$ cat config.mk
export PLATFORM = sky130hd
export DESIGN_NAME = vga_timing_gen
export DESIGN_NICKNAME = d
export VERILOG_FILES = /design/src/rtl/vga_timing_gen.sv
export SDC_FILE = /design/constraint.sdc
export NUM_CORES = 1
export LEC_CHECK = 0
export CAP_MARGIN = 20
export CORE_MARGIN = 4
export CORE_UTILIZATION = 51
export CTS_CLUSTER_DIAMETER = 40
export CTS_CLUSTER_SIZE = 28
export DETAILED_ROUTE_END_ITERATION = 6
export HOLD_SLACK_MARGIN = 0.03
export MAX_ROUTING_LAYER = met4
export PLACE_DENSITY = 0.77
export SYNTH_ARGS = -nofsm -noshare
export SYNTH_HDL_FRONTEND = slang
export SYNTH_SLANG_ARGS = --single-unit
$ cat constraint.sdc
create_clock -name clk -period 6.3 [get_ports clk]
set_input_delay 1.575 -clock clk [delete_from_list [all_inputs] [get_ports clk]]
set_output_delay 1.575 -clock clk [all_outputs]
set_load 0.03 [all_outputs]
$ cat src/rtl/vga_timing_gen.sv
// ---------------------------------------------------------------------------
// vga_timing_gen
//
// Parametrised VGA/VESA raster timing generator. A prescaler divides the
// system clock into pixel ticks. On every tick the horizontal and vertical
// counters advance through active, front porch, sync and back porch. Every
// output is registered and decoded from the next-state counter values, so
// x, y, hsync, vsync and de always describe the same pixel with no skew.
//
// Optional feature (define VGA_TIMING_FRAME_CNT_EN):
//   adds a 16-bit frame counter (frame_cnt) and its LSB (odd_frame).
//
// Ports:
//   clk          system clock
//   rst_n        asynchronous active-low reset
//   en           run enable; when low, prescaler and counters hold
//   pix_tick     one-clk pulse in the clk where a new pixel is presented
//   hsync        horizontal sync, active level set by H_POL
//   vsync        vertical sync, active level set by V_POL
//   de           data enable, high inside the active window
//   x            horizontal position, 0..H_TOTAL-1
//   y            vertical position, 0..V_TOTAL-1
//   line_start   one-clk pulse when x wraps to 0
//   frame_start  one-clk pulse when (x,y) wraps to (0,0)
//   frame_cnt    (optional) frames started since reset, wraps at 65535
//   odd_frame    (optional) frame_cnt[0]
// ---------------------------------------------------------------------------
module vga_timing_gen #(
    parameter int H_ACTIVE = 640,
    parameter int H_FP     = 16,
    parameter int H_SYNC   = 96,
    parameter int H_BP     = 48,
    parameter int V_ACTIVE = 480,
    parameter int V_FP     = 10,
    parameter int V_SYNC   = 2,
    parameter int V_BP     = 33,
    parameter int H_POL    = 0,
    parameter int V_POL    = 0,
    parameter int CLK_DIV  = 2,
    parameter int XW       = 11,
    parameter int YW       = 10
) (
    input  logic          clk,
    input  logic          rst_n,
    input  logic          en,
    output logic          pix_tick,
    output logic          hsync,
    output logic          vsync,
    output logic          de,
    output logic [XW-1:0] x,
    output logic [YW-1:0] y,
    output logic          line_start,
    output logic          frame_start
`ifdef VGA_TIMING_FRAME_CNT_EN
    ,
    output logic [15:0]   frame_cnt,
    output logic          odd_frame
`endif
);

    localparam int H_TOTAL = H_ACTIVE + H_FP + H_SYNC + H_BP;
    localparam int V_TOTAL = V_ACTIVE + V_FP + V_SYNC + V_BP;
    localparam int XW1     = XW + 1;
    localparam int YW1     = YW + 1;

    localparam longint H_CAP = longint'(1) << XW;
    localparam longint V_CAP = longint'(1) << YW;

    // Region boundaries are held one bit wider than the counters so that an
    // exclusive end equal to 2^XW (or 2^YW) still fits without wrapping.
    localparam logic [XW-1:0] X_LAST    = XW'(H_TOTAL - 1);
    localparam logic [YW-1:0] Y_LAST    = YW'(V_TOTAL - 1);
    localparam logic [XW:0]   H_ACT_END = XW1'(H_ACTIVE);
    localparam logic [XW:0]   HS_FIRST  = XW1'(H_ACTIVE + H_FP);
    localparam logic [XW:0]   HS_END    = XW1'(H_ACTIVE + H_FP + H_SYNC);
    localparam logic [YW:0]   V_ACT_END = YW1'(V_ACTIVE);
    localparam logic [YW:0]   VS_FIRST  = YW1'(V_ACTIVE + V_FP);
    localparam logic [YW:0]   VS_END    = YW1'(V_ACTIVE + V_FP + V_SYNC);

    localparam logic [3:0] PRE_LAST = 4'(CLK_DIV - 1);
    localparam logic       HS_ON    = (H_POL != 0);
    localparam logic       VS_ON    = (V_POL != 0);

    // Reject parameter sets the counters cannot represent.
    if (longint'(H_TOTAL) > H_CAP) begin : g_bad_xw
        $error("vga_timing_gen: H_TOTAL does not fit in XW bits");
    end
    if (longint'(V_TOTAL) > V_CAP) begin : g_bad_yw
        $error("vga_timing_gen: V_TOTAL does not fit in YW bits");
    end
    if ((CLK_DIV < 1) || (CLK_DIV > 16)) begin : g_bad_div
        $error("vga_timing_gen: CLK_DIV must be within 1..16");
    end

    logic [3:0]    pre_cnt;
    logic          tick;
    logic          x_wrap;
    logic          y_wrap;
    logic [XW-1:0] x_next;
    logic [YW-1:0] y_next;
    logic          hs_act_next;
    logic          vs_act_next;
    logic          de_next;

    // Next-position computation and region decode. Everything here looks at
    // the position the raster is about to move to, so the registered outputs
    // land on the tick edge already describing that new pixel.
    always_comb begin
        tick        = en && (pre_cnt == PRE_LAST);
        x_wrap      = (x == X_LAST);
        y_wrap      = (y == Y_LAST);
        x_next      = x_wrap ? '0 : x + 1'b1;
        y_next      = y;
        if (x_wrap) begin
            y_next = y_wrap ? '0 : y + 1'b1;
        end
        hs_act_next = ({1'b0, x_next} >= HS_FIRST) && ({1'b0, x_next} < HS_END);
        vs_act_next = ({1'b0, y_next} >= VS_FIRST) && ({1'b0, y_next} < VS_END);
        de_next     = ({1'b0, x_next} < H_ACT_END) && ({1'b0, y_next} < V_ACT_END);
    end

    // Prescaler. It only moves while enabled, so a pause keeps its phase and
    // the next tick arrives exactly as many enabled clocks later as it would
    // have without the pause. With CLK_DIV=1 it stays at 0 and every enabled
    // clock is a tick.
    always_ff @(posedge clk or negedge rst_n) begin
        if (!rst_n) begin
            pre_cnt <= '0;
        end else if (en) begin
            pre_cnt <= tick ? 4'd0 : pre_cnt + 4'd1;
        end
    end

    // Raster position and decoded outputs. All are loaded together on the
    // tick so they never disagree about which pixel is current.
    always_ff @(posedge clk or negedge rst_n) begin
        if (!rst_n) begin
            x     <= '0;
            y     <= '0;
            hsync <= ~HS_ON;
            vsync <= ~VS_ON;
            de    <= 1'b1;
        end else if (tick) begin
            x     <= x_next;
            y     <= y_next;
            hsync <= hs_act_next ? HS_ON : ~HS_ON;
            vsync <= vs_act_next ? VS_ON : ~VS_ON;
            de    <= de_next;
        end
    end

    // Strobes are high only in the clock where a new position is presented;
    // because they follow tick, a disabled clock forces them low.
    always_ff @(posedge clk or negedge rst_n) begin
        if (!rst_n) begin
            pix_tick    <= 1'b0;
            line_start  <= 1'b0;
            frame_start <= 1'b0;
        end else begin
            pix_tick    <= tick;
            line_start  <= tick && x_wrap;
            frame_start <= tick && x_wrap && y_wrap;
        end
    end

`ifdef VGA_TIMING_FRAME_CNT_EN
    // Frame counter moves on the same edge that raises frame_start, so it
    // already holds the new frame number while frame_start is high.
    always_ff @(posedge clk or negedge rst_n) begin
        if (!rst_n) begin
            frame_cnt <= '0;
        end else if (tick && x_wrap && y_wrap) begin
            frame_cnt <= frame_cnt + 16'd1;
        end
    end

    assign odd_frame = frame_cnt[0];
`endif

endmodule

Word-level counts from Yosys, hierarchy flattened
Index checks and enable logic that the tools add are counted.
{"block": "word_totals", "reg_bits": 31, "output_inout_bits": 27, "word_cells": 33}
{"block": "op_classes", "n_addsub": 3, "order_cmp": 6, "n_eq_ne": 3, "muxes": 6, "reduce_logical": 6}
{"cell": "less-than comparator 11 x 10 -> 1 bit (second input constant)", "count": 2}
{"cell": "less-than comparator 10 x 9 -> 1 bit (second input constant)", "count": 2}
{"cell": "2-to-1 mux 10 bit", "count": 2}
{"cell": "adder 11 x 1 -> 11 bit (second input constant)", "count": 1}
{"cell": "== test 11 x 10 -> 1 bit (second input constant)", "count": 1}
{"cell": "greater-or-equal comparator 11 x 10 -> 1 bit (second input constant)", "count": 1}
{"cell": "2-to-1 mux 11 bit", "count": 1}
{"cell": "adder 10 x 1 -> 10 bit (second input constant)", "count": 1}
{"cell": "== test 10 bit (second input constant)", "count": 1}
{"cell": "greater-or-equal comparator 10 x 9 -> 1 bit (second input constant)", "count": 1}
{"cell": "logical AND 1 bit", "count": 6}
{"cell": "adder 4 x 1 -> 4 bit (second input constant)", "count": 1}
{"cell": "== test 4 x 1 -> 1 bit (second input constant)", "count": 1}
{"cell": "2-to-1 mux 4 bit", "count": 1}
{"cell": "2-to-1 mux 1 bit", "count": 2}

Longest topological paths before layout
{"block": "depth", "ltp_word": 6, "ltp_mapped": 8, "ltp_nobuf": 7}

Worst setup path after synthesis
OpenSTA, ideal clock, no wires.
{"block": "synth_timing", "path_type": "in2reg", "from": "input en", "to": "register y[7]", "setup_time_ps": 81, "arrival_ps": 3093, "path_slack_ps": 3126, "stages": 6, "path_buffers": 1, "cell_sequence": "nand4bb_1 or4_1 buf_2 or3_1 nor2_1 xor2_1"}
{"block": "synth_between", "elab_chain_len": 1}
{"element": "from (decl)", "line": "45", "source": "input logic en,"}
{"element": "logical AND 1 bit", "line": "109", "source": "tick = en && (pre_cnt == PRE_LAST);"}
{"element": "to (signal assigned)", "line": "145", "source": "y <= y_next;"}
{"element": "to (decl)", "line": "51", "source": "output logic [YW-1:0] y,"}
Every way passes these cells.
A chain may end at the register's enable or synchronous reset.

Final worst setup path
Ends and elaborated chain as after synthesis.

==> run_results.csv <==
group,metric,value,unit
clock_network,cts_tree,"yes",
finish,layout-drive-gt1-share,6.22,%
detailed_routing,viasPerCell,6.10,
yosys,ys_async_sr_fraction,100,%
clock_network,cts-root-buf,"clkbuf_4",
worst_hold_path,min_from,"de",
setup_path,cp_slowest_cell,"or4_1",
setup_path,crit_family,"simple AND/OR/NAND/NOR gates",
yosys,seq_area_frac_synth,42.8,%
clock_network,cts_made_buffers,5,
yosys,synthTopCellsByArea,"dfrtp_1 (38%), nand2_1 (4.5%), o21ai_0 (4.4%), dfstp_2 (4.3%), ha_1 (4.1%)",
yosys,ys_ff_latch,31,
timing,rsz0062_at_grt,"no",
yosys,synth_cell_types,48,
yosys,synthCells,197,
timing,slew_viol_final,0,
timing,finalClockSkew,0.0167,ns
setup_path,worstPathArrival,4.24,ns
clock_network,ctsHoldBuffers,0,
yosys,yosysTopAreaCell,"dfrtp_1",
run_status,outcome,"complete, no violations",
setup_path,critPathBufInv,1,
worst_hold_path,hold_end,"de",
finish,nets,234,
yosys,synth_ff_type,"dfrtp_1",
timing,finalSetupViolCount,0,
yosys,netlist_area,1820,um2
setup_path,end_kind,"flip-flop",
run,drv_cap,0,
finish,final_cell_mix,"clkdlybuf4s50_1 (29), dfrtp_1 (28), nand2_1 (22)",
setup_path,crit_chain,"clkdlybuf4s50_1 -> nand4bb_1 -> or4_1 -> or3_1 -> nor2_1 -> xor2_1",
floorplanning,die_h,67.8,um
floorplanning,core-area,3390,um2
floorplanning,die_area,4590,um2
setup_path,crit_type,"primary input to flip-flop",
finish,instances_no_fill,271,
power,p_per_area,254,nW/um2
finish,synthToLayoutAreaGrowth,19.0,%
timing,max_clock_freq,251,MHz
clock_network,clock_latency,0.34,ns
floorplanning,pin_count,30,
yosys,syn_area_per_cell,9.25,um2
detailed_routing,wl,4300,um
worst_hold_path,whs_path_depth,2,
timing,fin_tns_setup,0,ns
place,dp_cells,264,
setup_path,r2r_cells,7,
global_route,grt_overflow_total,0,
power,p_leak,0.890,nW
floorplanning,fp-row-count,21,
place,dpl.hpwl,3040,um
yosys,synth_top_cell_area_share,38.4,%
timing,period_share,63.2,%
detailed_routing,dr_total_vias,1653,
place,gp_congestion,0.933,
setup_path,setup.worst_path.start_class,"primary input",
clock_network,cts.sinks,31,
clock_network,clk_path_buf_depth,2,
global_route,antenna_found_initial,0,
timing,worst_pin_slew,0.675,ns
timing,period_minus_slack,3.98,ns
yosys,synth_enable_flop_cells,0,
setup_path,r2r_end,"y[7]",
detailed_routing,drt_iter0_markers,253,
yosys,yosys_warnings,0,
power,power,0.551,mW
global_route,grt_usage,22.0,%
place,io_buffers,29,
detailed_routing,post_drt_wl_per_cell,15.9,um
setup_path,crit_fanout,15,
power,ir_drop,140,uV
yosys,syn-num-nets,206,
global_route,grt_max_degree,32,
clock_network,htree_num_levels,2,
setup_path,slowest_delay,0.85,ns
clock_network,cts_resized,0,
finish,diodes,0,
setup_path,required,6.56,ns
timing,slew_headroom,54.6,%
setup_path,rrSetupSlack,3.55,ns
setup_path,r2r_start,"pre_cnt[1]",
detailed_routing,drc,0,
worst_hold_path,hold_class,"flip-flop to flip-flop",
timing,finalHoldViolations,0,
detailed_routing,first_pass_iters,5,
finish,layout_commonest_cell,"clkdlybuf4s50_1",
detailed_routing,drtAntennaViolNets,0,
global_route,first_global_vias,1585,
clock_network,clk_pin_slew,0.10,ns
floorplanning,chipWidth,67.8,um
clock_network,cts_setup_buffers,0,
global_route,grt_pass1_wl,7310,um
floorplanning,start_util,53.8,%
==> worst reg2reg max path: stages, from the launching register on <==
cell and delay, ns:
dfrtp_1 0.40, inv_1 0.08, ha_1 0.14, nand4bb_1 0.48
or4_1 0.85, or3_1 0.46, nor2_1 0.13, xor2_1 0.14
==> Yosys cell counts (2+ instances only) <==
cell / n
mux2_2: 2
nor2_1: 16
ha_1: 6
and2_1: 2
inv_1: 8
nor4_1: 5
buf_6: 2
or4_1: 5
clkbuf_1: 4
dfrtp_1: 28
xnor2_1: 6
a31oi_1: 3
nand3_1: 10
o21ai_0: 16
xor2_1: 5
nand2b_1: 2
and4_1: 2
or3_1: 3
o31ai_1: 5
dfstp_2: 3
nor3_1: 3
mux2i_1: 2
a21oi_1: 9
nand4_1: 4
nand2_1: 22
a22o_1: 2
==> cells by family (layout without fill, tap and decap cells) <==
| logic type | Yosys count | in the layout | share of synthesized area, % |
|---|---|---|---|
| muxes | 4 | 4 | 2.33 |
| DFF | 31 | 31 | 42.8 |
| xor gates and xnor gates | 11 | 11 | 5.28 |
| buffers and inverters | 17 | 45 | 4.60 |
| AOI/OAI and AO/OA | 46 | 46 | 16.3 |
| and+or+nand+nor | 82 | 82 | 24.6 |
| adders and majority gates | 6 | 6 | 4.12 |
==> stage by stage <==
step           hold WS, ns  util (%)  setup WS [ns]  instance area (um2)
2_1_floorplan        0.438         -           3.13                 1820
3_3_place_gp         0.462      62.7           2.06                 2120
3_5_place_dp         0.465      62.7           1.96                 2120
4_1_cts              0.479      64.0           2.31                 2170
5_1_grt              0.499      64.0           2.16                 2170
6_report             0.475      64.0           2.32                 2170
==> sequential cells by signal (all words and copies together) (netlist names) <==
name	cells
pix_tick	1
y	10
line_start	1
x	11
vsync	1
pre_cnt	4
hsync	1
de	1
frame_start	1
==> layout make-up <==
| cell class | count | area [um2] |
|---|---|---|
| multi-input cells | 149 | 960 |
| flip-flops and latches | 31 | 779 |
| clock buffers | 7 | 45.0 |
| fillers | 261 | 1220 |
| well taps | 46 | 57.6 |
| inverters | 8 | 30.0 |
| repair buffers | 30 | 298 |
==> where the power goes <==
part           leakage (nW)  switching [mW]  total [mW]  internal, mW
Sequential            0.381          0.0420       0.277         0.235
Clock                0.0254          0.0661       0.108        0.0420
Combinational         0.484          0.0962       0.165        0.0692
==> metal layers <==
metal  GRT usage [%]  wire, um
met3            4.99       286
met5               -         0
met4            10.7       107
met1            27.6      1850
met2            33.3      2060
==> worst max-delay path by stage <==
| stage | start | end | slack, ns | cells after the start |
|---|---|---|---|---|
| floorplan | en | y[7] | 3.13 | 6 |
| global placement | en | y[7] | 2.06 | 6 |
| CTS | en | y[7] | 2.31 | 6 |
| detailed placement | en | y[7] | 1.96 | 6 |
| finish | en | y[7] | 2.32 | 6 |
| global route | en | y[7] | 2.16 | 6 |
(Power assumes the default switching activity.)
